**config.mk**
```make
export PLATFORM = sky130hd
export DESIGN_NAME = bcd_ascii_sequencer
export DESIGN_NICKNAME = d
export VERILOG_FILES = /design/src/rtl/bcd_ascii_sequencer.sv
export SDC_FILE = /design/constraint.sdc
export NUM_CORES = 1
export LEC_CHECK = 0
export BUFFER_PORTS_ARGS = -buffer_cell sky130_fd_sc_hd__clkbuf_2
export CAP_MARGIN = 10
export CORE_ASPECT_RATIO = 0.6
export CORE_UTILIZATION = 41
export CTS_CLUSTER_DIAMETER = 30
export DETAILED_ROUTE_END_ITERATION = 10
export PLACE_DENSITY = 0.73
export REMOVE_ABC_BUFFERS = 1
export SKIP_CTS_REPAIR_TIMING = 1
export SLEW_MARGIN = 30
export SYNTH_ARGS = -nofsm -noshare
export SYNTH_HDL_FRONTEND = slang
export SYNTH_SLANG_ARGS = --single-unit
export TNS_END_PERCENT = 20
```
**constraint.sdc**
```tcl
create_clock -name clk -period 1.95 [get_ports clk]
set_input_delay 0 -clock clk [delete_from_list [all_inputs] [get_ports clk]]
set_output_delay 0 -clock clk [all_outputs]
set_load 0.05 [all_outputs]
```
**src/rtl/bcd_ascii_sequencer.sv**
```systemverilog
// Packed BCD word to MSD-first ASCII byte stream with valid/ready handshake.
// Optional leading-zero blanking: define BCD_SEQ_LEADING_ZERO_BLANK_EN.
module bcd_ascii_sequencer #(
  parameter int NDIGITS = 4,
  parameter int CNT_W   = 3
) (
  input  logic                   clk,
  input  logic                   rst,
  input  logic                   start,
  input  logic [4*NDIGITS-1:0]   bcd_in,
  output logic                   busy,
  output logic [7:0]             ascii_out,
  output logic                   ascii_valid,
  input  logic                   ascii_ready,
  output logic                   done,
  output logic                   err
);

  localparam int W = 4 * NDIGITS;

  typedef enum logic [1:0] {
    S_IDLE,
    S_EMIT,
    S_DONE
  } state_e;

  state_e             state_q;
  logic [W-1:0]       sr_q;
  logic [CNT_W-1:0]   idx_q;
  logic [7:0]         ascii_out_q;
  logic               ascii_valid_q;
  logic               busy_q;
  logic               done_q;
  logic               err_q;

  logic [W-1:0]       load_d;
  logic [CNT_W-1:0]   load_idx_d;
  logic [W-1:0]       shift_d;
  logic [3:0]         load_top;
  logic [3:0]         shift_top;

  function automatic logic [7:0] conv(input logic [3:0] d);
    return (d > 4'd9) ? 8'h3F : {4'h3, d};
  endfunction

  function automatic logic is_bad(input logic [3:0] d);
    return (d > 4'd9);
  endfunction

`ifdef BCD_SEQ_LEADING_ZERO_BLANK_EN
  int unsigned lz;
  logic        run;

  // All leading zeros are stripped at load time, so the first character
  // emitted is already nonzero (or the final digit) and EMIT needs no skip.
  always_comb begin
    lz  = 0;
    run = 1'b1;
    for (int unsigned i = 0; i < NDIGITS - 1; i++) begin
      if (run && (bcd_in[W-1-4*i -: 4] == 4'h0)) begin
        lz = lz + 1;
      end else begin
        run = 1'b0;
      end
    end
    load_d     = bcd_in << (4 * lz);
    load_idx_d = CNT_W'(NDIGITS - 1 - lz);
  end
`else
  always_comb begin
    load_d     = bcd_in;
    load_idx_d = CNT_W'(NDIGITS - 1);
  end
`endif

  always_comb begin
    shift_d   = sr_q << 4;
    load_top  = load_d[W-1 -: 4];
    shift_top = shift_d[W-1 -: 4];
  end

  always_ff @(posedge clk) begin
    if (rst) begin
      state_q       <= S_IDLE;
      sr_q          <= '0;
      idx_q         <= '0;
      ascii_out_q   <= '0;
      ascii_valid_q <= 1'b0;
      busy_q        <= 1'b0;
      done_q        <= 1'b0;
      err_q         <= 1'b0;
    end else begin
      case (state_q)
        S_IDLE: begin
          done_q <= 1'b0;
          if (start) begin
            sr_q          <= load_d;
            idx_q         <= load_idx_d;
            ascii_out_q   <= conv(load_top);
            err_q         <= is_bad(load_top);
            ascii_valid_q <= 1'b1;
            busy_q        <= 1'b1;
            state_q       <= S_EMIT;
          end
        end
        S_EMIT: begin
          if (ascii_ready) begin
            if (idx_q != '0) begin
              sr_q        <= shift_d;
              idx_q       <= idx_q - 1'b1;
              ascii_out_q <= conv(shift_top);
              err_q       <= err_q | is_bad(shift_top);
            end else begin
              ascii_valid_q <= 1'b0;
              busy_q        <= 1'b0;
              done_q        <= 1'b1;
              state_q       <= S_DONE;
            end
          end
        end
        S_DONE: begin
          done_q  <= 1'b0;
          state_q <= S_IDLE;
        end
        default: begin
          state_q <= S_IDLE;
        end
      endcase
    end
  end

  assign busy        = busy_q;
  assign ascii_out   = ascii_out_q;
  assign ascii_valid = ascii_valid_q;
  assign done        = done_q;
  assign err         = err_q;

endmodule

```
==> impl_metrics.yaml <==
critical_path:
  crit_required_ns: 2.12
  end_kind: "flop"
  r2r_cells: 6
  timing.rr.start: "idx_q[0]"
  crit_path_start_kind: "flop"
  cp_data_arrival_time_ns: 1.96
  critical_path.max_fanout: 9
  r2r-end: "ascii_out[0]"
  reg2reg_setup_slack_ns: 0.17
  cp-endpoint: "ascii_out[0]"
  path_class: "flop to flop"
  cp-startpoint: "idx_q[0]"
final_layout:
  diodes: 0
  drive_gt1_share_pct: 24.4
  nFillCells: 250
  nets: 191
  multi_input_area_um2: 599
  syn_to_final_growth_pct: 19.2
  regArea_um2: 500
  finalNonFillerCells: 200
timing:
  fin_crit_sh_pct: 91.4
  rsz0062_at_grt: "false"
  worstMarginPinSlew_ns: 0.584
  hold_viol: 4
  holdWs_ns: -0.0143
  fin_skew_ns: 0.00560
  drv_slew: 0
  max_freq_mhz: 561
  relSlewSlack_pct: 61.1
  setup_violations: 0
  tns_ns: 0
  fin_crit_ns: 1.78
clock_network:
  cts.sinks: 25
  cts_tree: "yes"
  htreeDepth: 1
  clk_latency_ns: 0.27
  cts_root_buf: "clkbuf_8"
  cts_buffers: 3
  path_clk_slew_ns: 0.09
  cts.path.max_buffers: 2
grt:
  grt_pass1_wl_mm: 4.58
  grt_usage_pct: 18.9
  grt-ovfl-total: 0
  grt_pass1_vias: 985
  grt_max_degree: 20
  antenna_found_initial: 0
synthesis:
  seq_area_frac_synth_pct: 41.8
  mappedNetlistArea_um2: 1200
  yosys_warnings: 0
  synth_area_leaders: "dfxtp_1, a311oi_1, nand2_1"
  synth_cell_types: 31
  synth_top_cell_area_share_pct: 41.8
  ys_seq_elements: 25
  synthCells: 140
  synth_top_cell_by_area: "dfxtp_1"
  avgSynthCellArea_um2: 8.54
detailed_routing:
  via_count: 1115
  routed_wl_mm: 2.84
  firstDrtPassIters: 4
  ant_nets: 0
  via_per_inst: 5.58
  drtIter0Drc: 72
  wl_per_cell_um: 14.2
  drc: 0
placement:
  place.port_buffers: 29
  place_hpwl_mm: 2.07
  placedCellCount: 192
  gp_congestion: 0.804
job:
  maxCapViolations: 0
run_status:
  violations: "negative hold slack"
  status: "finished with violations"
power_and_ir_drop:
  ir_worst_vdd_mv: 0.375
  power_density_nw_per_um2: 873
  power_leakage_nw: 0.598
floorplanning:
  die_w_um: 71.7
  die_y_um: 43.8
  die_area_um2: 3140
  coreArea_um2: 2630
  row_count: 14
  pin_count: 32
  initial_core_util_pct: 45.5
worst_hold_path:
  hold_class: "primary input to flop"
[logic make-up after synthesis]
family	Yosys count	synth area share, %
buffers and inverters	20	8.37
DFF	25	41.8
and+or+nand+nor	56	25.0
AOI/OAI and AO/OA	36	22.4
other	1	0.314
adders and majority gates	2	2.09
[sequential cells by signal, summed over array words and instances, names as in the netlist]
signal     count
busy           1
err            1
state_q        2
ascii_out      5
done           1
idx_q          3
sr_q          12
[where the power goes]
group / leakage, nW / internal (mW) / total [mW] / switching (mW)
sequential: 0.206 / 0.563 / 0.604 / 0.0412
clock: 0.0228 / 0.146 / 0.303 / 0.157
combinational: 0.369 / 0.118 / 0.338 / 0.220
[layout make-up]
type                       count  share of cell area [%]
clock buffer                   4                    3.16
inverter                       5                    1.32
multi-input combinational     96                    42.0
sequential                    25                    35.1
tap                           32                    2.81
timing repair buffer          38                    15.6
[cells in the mapped netlist (all sizes together)]
master / instances
inv: 5
nor3: 15
o32ai: 3
a311oi: 10
conb: 1
nand4bb: 1
ha: 2
nor2b: 2
nor2: 5
o21a: 3
o211a: 1
dfxtp: 25
nand2: 23
nand3: 2
o21bai: 1
a211o: 1
o22ai: 1
and4bb: 1
a21oi: 2
o21ai: 4
buf: 12
nor4bb: 4
clkbuf: 3
a31oi: 5
or3b: 1
nand2b: 1
a211oi: 5
nor3b: 1
[stage by stage]
| step | power (mW) | util [%] | worst slack [ns] | instance area, um^2 |
|---|---|---|---|---|
| after global placement | 0.939 | 51.0 | 0.271 | 1340 |
| after detailed placement | 0.947 | 51.0 | 0.205 | 1340 |
| final | 1.25 | 54.3 | 0.169 | 1430 |
| after CTS | 1.24 | 52.8 | 0.187 | 1390 |
| after global routing | 1.31 | 54.3 | 0.0253 | 1430 |
| after floorplan | 0.841 | - | 0.306 | 1120 |
[cell usage in the layout, fill, tap and decap left out, types with 4 or more instances in the layout]
master and n:
nor3_1 15, a211oi_1 5, inv_1 5, a31oi_1 5, clkbuf_2 29, nor2_1 5, dlygate4sd3_1 4, a311oi_1 10
dfxtp_1 25, buf_4 5, nor4bb_1 4, o21ai_0 4, nand2_1 22
[worst min-delay path by stage]
| stage | start | endpoint | slack (ns) | depth (start not counted) |
|---|---|---|---|---|
| finish | bcd_in[10] | sr_q[10] | -0.01 | 3 |
| global route | bcd_in[6] | sr_q[6] | 0.007 | 3 |
| CTS | bcd_in[9] | sr_q[9] | -0.02 | 3 |
| detailed placement | bcd_in[9] | sr_q[9] | 0.27 | 3 |
| global placement | bcd_in[9] | sr_q[9] | 0.26 | 3 |
| floorplan | rst | busy | 0.07 | 1 |
[layer usage]
| layer | GRT usage [%] | wire length [um] | vias to the layer above |
|---|---|---|---|
| li1 | - | - | 563 |
| met5 | 0 | 0 | - |
| met2 | 28.5 | 1160 | 41 |
| met3 | 6.05 | 178 | 2 |
| met4 | 2.35 | 7 | 0 |
| met1 | 27.2 | 1490 | 509 |
[worst max-delay path: stages, from the launching register on]
cell and delay [ns]:
dfxtp_1 0.31, inv_1 0.06, ha_1 0.20, ha_1 0.22
and4bb_2 0.43, o21ai_0 0.18, o32ai_1 0.29
Power figures use the tool's default switching activity.
